===== config.mk =====
export PLATFORM = sky130hd
export DESIGN_NAME = serial_mag_comp
export DESIGN_NICKNAME = d
export VERILOG_FILES = /design/src/rtl/serial_mag_comp.sv
export SDC_FILE = /design/constraint.sdc
export NUM_CORES = 1
export LEC_CHECK = 0
export BUFFER_PORTS_ARGS = -buffer_cell sky130_fd_sc_hd__buf_2
export CAP_MARGIN = 20
export CORE_MARGIN = 4
export CORE_UTILIZATION = 53
export DETAILED_ROUTE_END_ITERATION = 12
export GPL_TIMING_DRIVEN = 0
export PLACE_DENSITY = 0.78
export SETUP_SLACK_MARGIN = 0.4
export SYNTH_ARGS = -nofsm -noshare
export SYNTH_HDL_FRONTEND = slang
export SYNTH_SLANG_ARGS = --single-unit
export TNS_END_PERCENT = 20

===== constraint.sdc =====
create_clock -name clk -period 3.4 [get_ports clk]
set_input_delay 0.17 -clock clk [delete_from_list [all_inputs] [get_ports clk]]
set_output_delay 0.17 -clock clk [all_outputs]
set_load 0.01 [all_outputs]

===== src/rtl/serial_mag_comp.sv =====
`default_nettype none
`timescale 1ns/1ps
// ============================================================================
// Module      : serial_mag_comp
// Description : Multi-cycle unsigned magnitude comparator. Walks the captured
//               operands two bits per cycle, most-significant slice first,
//               and stops at the first unequal slice. Reports a one-hot
//               gt/lt/eq result together with a one-cycle done pulse.
// Revision    : 1.0 - initial release
// ----------------------------------------------------------------------------
// Parameters  : WIDTH  operand width in bits (even, >= 2)
// Ports       : clk    rising-edge clock
//               rst_n  asynchronous active-low reset
//               start  compare request, sampled only while idle
//               a, b   unsigned operands, captured on an accepted start
//               busy   high while comparing or presenting the result
//               done   one-cycle pulse, result flags valid
//               gt     a >  b   (held until the next accepted start)
//               lt     a <  b   (held until the next accepted start)
//               eq     a == b   (held until the next accepted start)
// ============================================================================
module serial_mag_comp #(
  parameter int WIDTH = 8
) (
  input  logic             clk,
  input  logic             rst_n,
  input  logic             start,
  input  logic [WIDTH-1:0] a,
  input  logic [WIDTH-1:0] b,
  output logic             busy,
  output logic             done,
  output logic             gt,
  output logic             lt,
  output logic             eq
);

  localparam int SLICES = WIDTH / 2;
  localparam int IDX_W  = (SLICES > 1) ? $clog2(SLICES) : 1;

  localparam logic [IDX_W-1:0] c_idx_top = IDX_W'(SLICES - 1);
  localparam logic [IDX_W-1:0] c_idx_one = IDX_W'(1);

  typedef enum logic [1:0] {
    ST_IDLE = 2'd0,
    ST_CMP  = 2'd1,
    ST_DONE = 2'd2
  } state_t;

  state_t           r_state;
  state_t           w_state_nxt;
  logic [WIDTH-1:0] r_a;
  logic [WIDTH-1:0] r_b;
  logic [IDX_W-1:0] r_idx;
  logic             r_gt;
  logic             r_lt;
  logic             r_eq;

  logic [1:0]       w_x;
  logic [1:0]       w_y;
  logic             w_g;
  logic             w_l;
  logic             w_e;
  logic             w_last;

  // Current 2-bit slice of each captured operand. A single-slice instance
  // has no index to decode, so it reads the bits directly.
  generate
    if (SLICES == 1) begin : g_single_slice
      assign w_x = r_a[1:0];
      assign w_y = r_b[1:0];
    end else begin : g_multi_slice
      assign w_x = r_a[{r_idx, 1'b0} +: 2];
      assign w_y = r_b[{r_idx, 1'b0} +: 2];
    end
  endgenerate

  // 2-bit comparator slice
  assign w_g = (w_x[1] & ~w_y[1]) | ((w_x[1] ~^ w_y[1]) & w_x[0] & ~w_y[0]);
  assign w_l = (~w_x[1] & w_y[1]) | ((w_x[1] ~^ w_y[1]) & ~w_x[0] & w_y[0]);
  assign w_e = (w_x[1] ~^ w_y[1]) & (w_x[0] ~^ w_y[0]);

  assign w_last = (r_idx == '0);

  // State register
  always_ff @(posedge clk or negedge rst_n) begin
    if (!rst_n) begin
      r_state <= ST_IDLE;
    end else begin
      r_state <= w_state_nxt;
    end
  end

  // Next-state logic
  always_comb begin
    w_state_nxt = r_state;
    case (r_state)
      ST_IDLE: begin
        if (start) begin
          w_state_nxt = ST_CMP;
        end
      end
      ST_CMP: begin
        if (w_g || w_l || (w_e && w_last)) begin
          w_state_nxt = ST_DONE;
        end
      end
      ST_DONE: begin
        w_state_nxt = ST_IDLE;
      end
      default: begin
        w_state_nxt = ST_IDLE;
      end
    endcase
  end

  // Operand capture, slice index and result flags. Flags are cleared on an
  // accepted start and set on the same edge the FSM enters DONE, so they are
  // valid whenever done is high and then hold while idle.
  always_ff @(posedge clk or negedge rst_n) begin
    if (!rst_n) begin
      r_a   <= '0;
      r_b   <= '0;
      r_idx <= '0;
      r_gt  <= 1'b0;
      r_lt  <= 1'b0;
      r_eq  <= 1'b0;
    end else begin
      case (r_state)
        ST_IDLE: begin
          if (start) begin
            r_a   <= a;
            r_b   <= b;
            r_idx <= c_idx_top;
            r_gt  <= 1'b0;
            r_lt  <= 1'b0;
            r_eq  <= 1'b0;
          end
        end
        ST_CMP: begin
          if (w_g) begin
            r_gt <= 1'b1;
          end else if (w_l) begin
            r_lt <= 1'b1;
          end else if (w_last) begin
            r_eq <= 1'b1;
          end else begin
            r_idx <= r_idx - c_idx_one;
          end
        end
        default: begin
        end
      endcase
    end
  end

  assign busy = (r_state != ST_IDLE);
  assign done = (r_state == ST_DONE);
  assign gt   = r_gt;
  assign lt   = r_lt;
  assign eq   = r_eq;

endmodule
`default_nettype wire


After elaboration in Yosys (flattened, before gate mapping)
Index checks and enable logic that the tools add are counted.
{"block": "classes", "add_sub_neg": 1, "n_eq_ne": 10, "n_shift": 2, "n_mux": 18, "n_bitwise": 15, "reduce_logical": 13}
{"op": "$ne A2 B2 Y1 const B", "n": 8}
{"op": "$shiftx A8 B4 Y2", "n": 2}
{"op": "$mux W2", "n": 6}
{"op": "$reduce_and A5 Y1", "n": 2}
{"op": "$pmux W2 S2", "n": 2}
{"op": "$and A1 B1 Y1", "n": 7}
{"op": "$mux W1", "n": 7}
{"op": "$pmux W1 S2", "n": 3}
{"op": "$logic_not A2 Y1", "n": 2}
{"op": "$not A1 Y1", "n": 4}
{"op": "$reduce_and A2 Y1", "n": 2}
{"op": "$reduce_and A4 Y1", "n": 1}
{"op": "$reduce_bool A2 Y1", "n": 2}
{"op": "$reduce_and A3 Y1", "n": 1}
{"op": "$eq A2 B1 Y1 const B", "n": 1}
{"op": "$eq A2 B2 Y1 const B", "n": 1}
{"op": "$logic_or A1 B1 Y1", "n": 2}
{"op": "$or A1 B1 Y1", "n": 2}
{"op": "$sub A2 B1 Y2 const B", "n": 1}
{"op": "$xnor A1 B1 Y1", "n": 2}
{"op": "$logic_and A1 B1 Y1", "n": 1}
{"block": "word_totals", "regBits": 23, "in_bits": 19, "output_inout_bits": 5, "wordCells": 66}

Longest topological paths before layout
Gate-level depths: netlist of the first run.
{"block": "depth", "word_depth": 9, "ltp_mapped": 7, "depth_no_buf": 6}

Worst setup path before layout of the first run
OpenSTA, ideal clock, no wires.
{"block": "synth_timing", "path_type": "register -> register", "from": "reg r_idx[0]", "to": "reg r_state[0]", "setup_ns": 0.099, "arrival_time_ns": 2.098, "required_time_ns": 3.301, "setup_slack_ns": 1.202, "stages_incl_launch_ff": 7, "path_buffers": 1, "synth_period_minus_slack_ns": 2.198, "cell_sequence": "dfrtp_1 -> buf_6 -> mux4_2 -> ha_1 -> or2_2 -> or3_1 -> a311oi_1"}
{"block": "synth_between", "elab_chain_cells": 9, "elab_cells_between_ends": 23, "cone_classes": "eq/ne (1); shift (2); bitwise (15); reduce/logical (5)"}
{"element": "start: declaration", "line_no": "53", "text": "logic [IDX_W-1:0] r_idx;"}
{"element": "start signal: assignment", "line_no": "133", "text": "r_idx <= c_idx_top;"}
{"element": "start signal: assignment", "line_no": "147", "text": "r_idx <= r_idx - c_idx_one;"}
{"element": "$shiftx A8 B4 Y2, on equally long branches", "line_no": "72, 73"}
{"element": "$xnor A1 B1 Y1 / $not A1 Y1 (equally long branches)", "line_no": "78, 79, 80"}
{"element": "$and A1 B1 Y1, on equally long branches (2 in series)", "line_no": "78, 79"}
{"element": "$or A1 B1 Y1, on equally long branches", "line_no": "78, 79"}
{"element": "$logic_or A1 B1 Y1", "line_no": "103", "text": "if (w_g || w_l || (w_e && w_last)) begin"}
{"element": "$logic_or A1 B1 Y1 (*)", "line_no": "103"}
{"element": "$ne A2 B2 Y1 (no source line) (*)"}
{"element": "$reduce_and A2 Y1 (no source line) (*)"}
{"element": "end signal: assignment", "line_no": "89", "text": "r_state <= w_state_nxt;"}
{"element": "end: declaration", "line_no": "49", "text": "state_t r_state;"}
Every way passes the cells marked *; elsewhere a longest branch is shown, timed or not.
A chain may end at the register's enable or synchronous reset.

Final worst setup path of the first run
Same ends and word-level chain as after synthesis.

==> results.py, run 1 <==
metrics = {
    "die": {
        "fp-row-count": 16,
        "coreArea_um2": 2002,
        "ios": 24,
        "die_height_um": 54.25,
        "die_area_um2": 2943,
        "die_x_um": 54.25,
        "start_util": 0.5662,
    },
    "logic_synthesis": {
        "avgSynthCellArea_um2": 13.34,
        "synth_edf_count": 0,
        "synth_area_leaders": "dfrtp_1 51%, mux2_2 16%, mux4_2 7.9%, ha_1 3.3%, inv_1 2.6%",
        "yosysWarnings": 0,
        "synth_top_area_cell": "dfrtp_1",
        "async_flop_share": 1.000,
        "syn_area_um2": 1134,
        "syn-num-nets": 107,
        "syn_inst": 85,
        "synth_seq_cells": 23,
        "ys_types": 27,
        "synth_top_area_frac": 0.5077,
        "synth-main-ff-cell": "dfrtp_1",
        "seq_area_frac_synth": 0.5077,
    },
    "detailed_routing": {
        "via_per_inst": 5.329,
        "wl_um": 2022,
        "remaining_drc_errors": 0,
        "vias": 746,
        "drt-initial-drc-count": 4,
        "ant_nets": 0,
        "dr.pass1.iters": 4,
        "wire_per_inst_um": 14.44,
    },
    "cells_and_area": {
        "regArea_um2": 575.6,
        "area_delta_synth_final_pct": 16.45,
        "instances_no_fill": 140,
        "utilization": 0.6594,
        "fill_cells": 165,
        "multi_input_area_um2": 509.2,
        "drive_above_1_share": 0.4513,
        "fin_nets": 136,
        "antenna-diode-count": 0,
    },
    "cts": {
        "cts_sinks": 23,
        "clk_latency_ps": 310,
        "htreeDepth": 1,
        "clk_pin_slew_ps": 130,
        "cts_tree": "built",
        "cts-buffers-inserted": 3,
        "postCtsSetupRepairBufs": 0,
        "clock-root-buffer": "clkbuf_4",
        "cts_hold_buf": 1,
        "ctsResizeCount": 0,
        "cts_max_path_buffers": 2,
    },
    "min_path": {
        "hold_path_depth": 2,
        "min_path_type": "in2reg",
        "hold_start": "b[6]",
        "worstHoldEndpoint": "r_b[6]",
    },
    "sta": {
        "maxSlewViolCount": 0,
        "fin_crit_ps": 2330,
        "post-route-period-util": 0.6852,
        "rsz0062_at_grt": "false",
        "hold_viol": 0,
        "fin_skew_ps": 7.897,
        "fmax_mhz": 429.3,
        "worst-slew-pin-transition_ps": 686.3,
        "setup_tns_ps": 0,
        "maxSlewHeadroom": 0.5408,
        "setup_viol": 0,
    },
    "worst_setup_path": {
        "cp.buffers_inverters": 1,
        "required_ps": 3620,
        "cp_slowest_stage_delay_ps": 530,
        "end_kind": "flip-flop",
        "cp_cell_sequence": "buf_6 > mux4_2 > ha_1 > or2_2 > or3_1 > a311oi_1",
        "r2r-end": "r_state[0]",
        "r2r-start": "r_idx[0]",
        "reg2reg_slack_ps": 1070,
        "cp_top_family": "simple AND/OR/NAND/NOR gates",
        "cp_data_arrival_time_ps": 2550,
        "cp_slowest_cell": "mux4_2",
        "ff2ff_path_depth": 6,
        "critPathLaunchType": "flip-flop",
        "critPathKind": "reg2reg",
        "worstPathMaxFanout": 7,
    },
    "grt": {
        "antenna_found_initial": 0,
        "grt_pass1_wl_um": 3422,
        "grt_usage": 0.1676,
        "overflow": 0,
        "grt_max_degree": 24,
        "grt_pass1_vias": 783,
    },
    "placed_design": {
        "hpwl_um": 1600,
        "place_congestion": 0.8503,
        "portBuffers": 23,
        "dp.cells": 135,
    },
    "power": {
        "p_per_area_nw_per_um2": 968.3,
        "p_leak_uw": 0.0006188,
        "vdd_drop_max_mv": 0.5965,
    },
    "run_status": {
        "status": "completed",
    },
    "flow_run": {
        "cap_violations": 0,
    },
}
[cell usage after synthesis, types with 2 or more instances]
| cell | n |
|---|---|
| clkbuf_1 | 2 |
| a21oi_1 | 2 |
| ha_1 | 3 |
| mux2_2 | 16 |
| or3_1 | 2 |
| nand2b_1 | 2 |
| nor2_1 | 4 |
| mux4_2 | 4 |
| inv_1 | 8 |
| or2_2 | 2 |
| nor2b_1 | 2 |
| dfrtp_1 | 23 |
[layout by cell type (no fill, tap or decap)]
cell type | synthesis | final
a22o_1 | 1 | 1
nand2b_1 | 2 | 2
o2bb2ai_1 | 1 | 1
a31oi_1 | 1 | 1
a32oi_1 | 1 | 1
clkbuf_4 | 0 | 3
or3_1 | 2 | 2
or2_2 | 2 | 2
dfrtp_1 | 23 | 23
a21oi_1 | 2 | 2
a311oi_1 | 1 | 1
mux4_2 | 4 | 4
a2111oi_2 | 1 | 1
xor2_1 | 1 | 1
inv_1 | 8 | 8
a211oi_1 | 1 | 1
clkbuf_1 | 2 | 2
ha_1 | 3 | 3
o221ai_1 | 1 | 1
a21boi_0 | 1 | 1
dlygate4sd3_1 | 0 | 1
buf_6 | 1 | 1
mux2i_1 | 1 | 1
a2111o_1 | 1 | 1
and3b_1 | 1 | 1
clkinv_2 | 0 | 1
nor2_1 | 4 | 4
buf_2 | 0 | 23
nor2b_1 | 2 | 2
mux2_2 | 16 | 16
a22oi_1 | 1 | 1
[metrics by stage]
stage / hold WS [ps] / instance area [µm²] / setup slack [ps] / power [µW]
floorplan: -125.6 / 1134 / 1203 / 1012
global placement: 157.2 / 1282 / 1109 / 1128
detailed placement: 163.7 / 1282 / 1085 / 1163
CTS: 71.27 / 1320 / 1055 / 1290
global route: 51.30 / 1320 / 959.4 / 1391
finish: 79.72 / 1320 / 1070 / 1278
[flip-flops by register name, summed over array words and instances (netlist names)]
register,cells
r_a,8
r_b,8
r_idx,2
r_state,2
eq,1
gt,1
lt,1
[layer usage]
| layer | global-route usage | part of all wire | wire [µm] |
|---|---|---|---|
| met5 | 0 | 0 | 0 |
| met4 | 0.04979 | 0.0084 | 17 |
| met3 | 0.05722 | 0.045 | 90 |
| met2 | 0.2928 | 0.53 | 1081 |
| met1 | 0.1926 | 0.41 | 832 |
[power by group]
group | internal (µW) | switching [µW]
clock network | 43.9 | 80.2
registers | 402 | 68.3
logic | 359 | 324
[how the worst max path moves through the flow]
stage | startpoint | to | slack, ps | cells after the start
floorplan | r_idx[0] | r_state[0] | 1200 | 6
global placement | r_idx[0] | r_state[0] | 1110 | 6
detailed placement | r_idx[0] | r_state[0] | 1090 | 6
CTS | r_idx[0] | r_state[0] | 1060 | 6
global route | r_idx[0] | r_state[0] | 960 | 6
finish | r_idx[0] | r_state[0] | 1070 | 6
[cells by family (layout without fill, tap and decap cells)]
| family | count (synthesis) | in the layout | share of synthesized area |
|---|---|---|---|
| flops | 23 | 23 | 0.5077 |
| mux | 21 | 21 | 0.2472 |
| compound gates | 13 | 13 | 0.09604 |
| simple gates | 13 | 13 | 0.06511 |
| buf+inv | 11 | 39 | 0.04305 |
| fa+ha+maj | 3 | 3 | 0.03312 |
| xor+xnor | 1 | 1 | 0.007728 |
[final cells by class]
cell class / count / share of cell area
Inverter: 8 / 0.02275
Clock buffer: 3 / 0.01706
Multi-Input combinational cell: 51 / 0.3858
Tap cell: 27 / 0.02559
Timing Repair Buffer: 24 / 0.09479
Clock inverter: 1 / 0.003791
Sequential cell: 23 / 0.4360
Buffer: 3 / 0.01422
Note: power is estimated with default switching activity, not from simulation.
==> inputs of run 2 (changes only) <==
Settings changed: CORE_UTILIZATION 53 to 47, PLACE_DENSITY 0.78 to 0.73.
Clock period 3.4 ns to 1.9 ns, I/O delays scaled along.
==> run 2 against run 1 <==
Against the previous run:
- the flow now finishes with violations (setup timing)
- sequential power is 78% higher
- count of clock-buffer cells in the layout is 1 higher
- via count up 11%
- utilization up 0.43 points
- maximum frequency up 6.2%
- flip-flop and latch count stayed put
- global-route usage shrank 1.4 points
- sequential share of layout area fell by 5.1 points
- die area increased by 11%
- routed wire length increased by 18%
- critical path type unchanged
- critical endpoint is now r_idx[1]
- largest cell class is now multi-input combinational cells
==> results.py, run 2 (synthesis gave the netlist of run 1 again) <==
metrics = {
    "worst_setup_path": {
        "cp_slowest_cell": "mux4_2",
        "cp_cell_sequence": "buf_6 > mux4_2 > ha_4 > or2_4 > buf_4 > a2111o_1 > a32oi_1",
        "end_kind": "flip-flop",
        "cp_slowest_stage_delay_ps": 540,
        "cp.buffers_inverters": 2,
        "r2r-start": "r_idx[0]",
        "critPathKind": "reg2reg",
        "worstPathMaxFanout": 4,
        "cp_data_arrival_time_ps": 2420,
        "reg2reg_slack_ps": -290,
        "required_ps": 2120,
        "cp_top_family": "multiplexers",
        "critPathLaunchType": "flip-flop",
        "critical_path.startpoint": "r_idx[0]",
    },
    "cts": {
        "cts_sinks": 23,
        "clk_pin_slew_ps": 130,
        "cts_max_path_buffers": 2,
        "clk_latency_ps": 300,
        "clock-root-buffer": "clkbuf_4",
        "htreeDepth": 1,
        "cts-buffers-inserted": 3,
        "cts_tree": "built",
    },
    "sta": {
        "hold_viol": 0,
        "rsz0062_at_grt": "true",
        "maxSlewHeadroom": 0.6540,
        "maxSlewViolCount": 0,
        "setup_viol": 6,
        "whs_ps": 14.59,
        "worst-slew-pin-transition_ps": 519.0,
        "fin_skew_ps": 2.668,
        "finalWorstSetupSlack_ps": -293.2,
        "fmax_mhz": 456.0,
        "fin_crit_ps": 2193,
        "post-route-period-util": 1.154,
    },
    "run_status": {
        "status": "finished, violations left",
        "failed_checks": "setup timing",
    },
    "grt": {
        "grt_max_degree": 24,
        "grt_pass1_vias": 874,
        "grt_pass1_wl_um": 3946,
        "overflow": 0,
        "grt_usage": 0.1535,
        "antenna_found_initial": 0,
    },
    "cells_and_area": {
        "drive_above_1_share": 0.5645,
        "final_cell_mix": "23 x dfrtp_1, 23 x buf_2, 16 x mux2_2",
        "area_delta_synth_final_pct": 32.01,
        "multi_input_area_um2": 596.8,
        "fin_nets": 147,
        "antenna-diode-count": 0,
        "largestRegisters": "r_a: 8 flops, r_b: 8 flops",
        "regArea_um2": 575.6,
        "finalInstanceArea_um2": 1496,
        "fill_cells": 177,
    },
    "detailed_routing": {
        "remaining_drc_errors": 0,
        "via_per_inst": 5.441,
        "vias": 827,
        "dr.pass1.iters": 4,
        "ant_nets": 0,
        "wl_um": 2377,
        "wire_per_inst_um": 15.64,
        "drt-initial-drc-count": 7,
    },
    "placed_design": {
        "placed_area_um2": 1299,
        "pre_cts_slack_ps": -358.8,
        "portBuffers": 23,
        "place_congestion": 0.7360,
        "hpwl_um": 1601,
    },
    "die": {
        "fp-row-count": 17,
        "start_util": 0.5028,
        "coreArea_um2": 2255,
        "die_area_um2": 3262,
        "die_x_um": 57.11,
        "ios": 24,
        "die_height_um": 57.11,
    },
    "min_path": {
        "hold_start": "b[2]",
        "min_path_type": "in2reg",
    },
    "flow_run": {
        "cap_violations": 0,
    },
    "power": {
        "p_leak_uw": 0.0006811,
        "p_per_area_nw_per_um2": 1972,
        "vdd_drop_max_mv": 0.9559,
        "p_total_uw": 2951,
    },
}
## run 2: cell count changes in the layout (fill, tap and decap cells not counted), moves of 2 or more
| cell | before | now |
|---|---|---|
| or3_1 | 2 | 0 |
| or3_4 | 0 | 2 |
| buf_4 | 0 | 10 |
| ha_4 | 0 | 2 |
| ha_1 | 3 | 1 |
## run 2: final cells by class
cell class	instances	share of cell area
buffer	3	0.01505
multi-input combinational	51	0.3988
tap	28	0.02341
clock buffer	4	0.01756
sequential	23	0.3846
timing repair buffer	35	0.1405
inverter	8	0.02007
## run 2: path summary, 6_finish.rpt
kind / endpoint / cells past startpoint
min: r_b[2] / 2
min in group asynchronous: r_state[1] / 2
min reg2reg: gt / 1
max reg2reg: r_idx[1] / 7
max: r_idx[1] / 7
max in group asynchronous: r_b[7] / 2
## run 2: repair_timing
item | 4_1_cts | 5_1_grt
resized for setup | 10 | 5
buffers inserted | 6 | 4
hold buffers | 1 | 1
hold endpoints to repair | 23 | 1
pin swaps | 7 | 6
setup endpoints to repair | 23 | 24
## run 2: metal layers
layer | track usage | up-vias | routed length, µm
met5 | 0 | - | 0
li1 | - | 388 | -
met4 | 0.02318 | 0 | 16
met3 | 0.03846 | 2 | 93
met2 | 0.2773 | 17 | 1306
met1 | 0.1881 | 420 | 960
## run 2: stage by stage
stage / setup TNS [ps] / cells / utilization
after floorplan: -473.2 / 85 / -
after global placement: -3823 / 136 / 0.5760
after detailed placement: -4422 / 136 / 0.5760
after CTS: -958.6 / 147 / 0.6332
after global routing: -1542 / 152 / 0.6637
final: -1158 / 152 / 0.6637
## run 2: report_power, final
group          internal [µW]  leakage, µW  switching, µW
combinational           1040     0.000394            846
sequential               719     0.000272            119
clock                   81.6    0.0000150            142
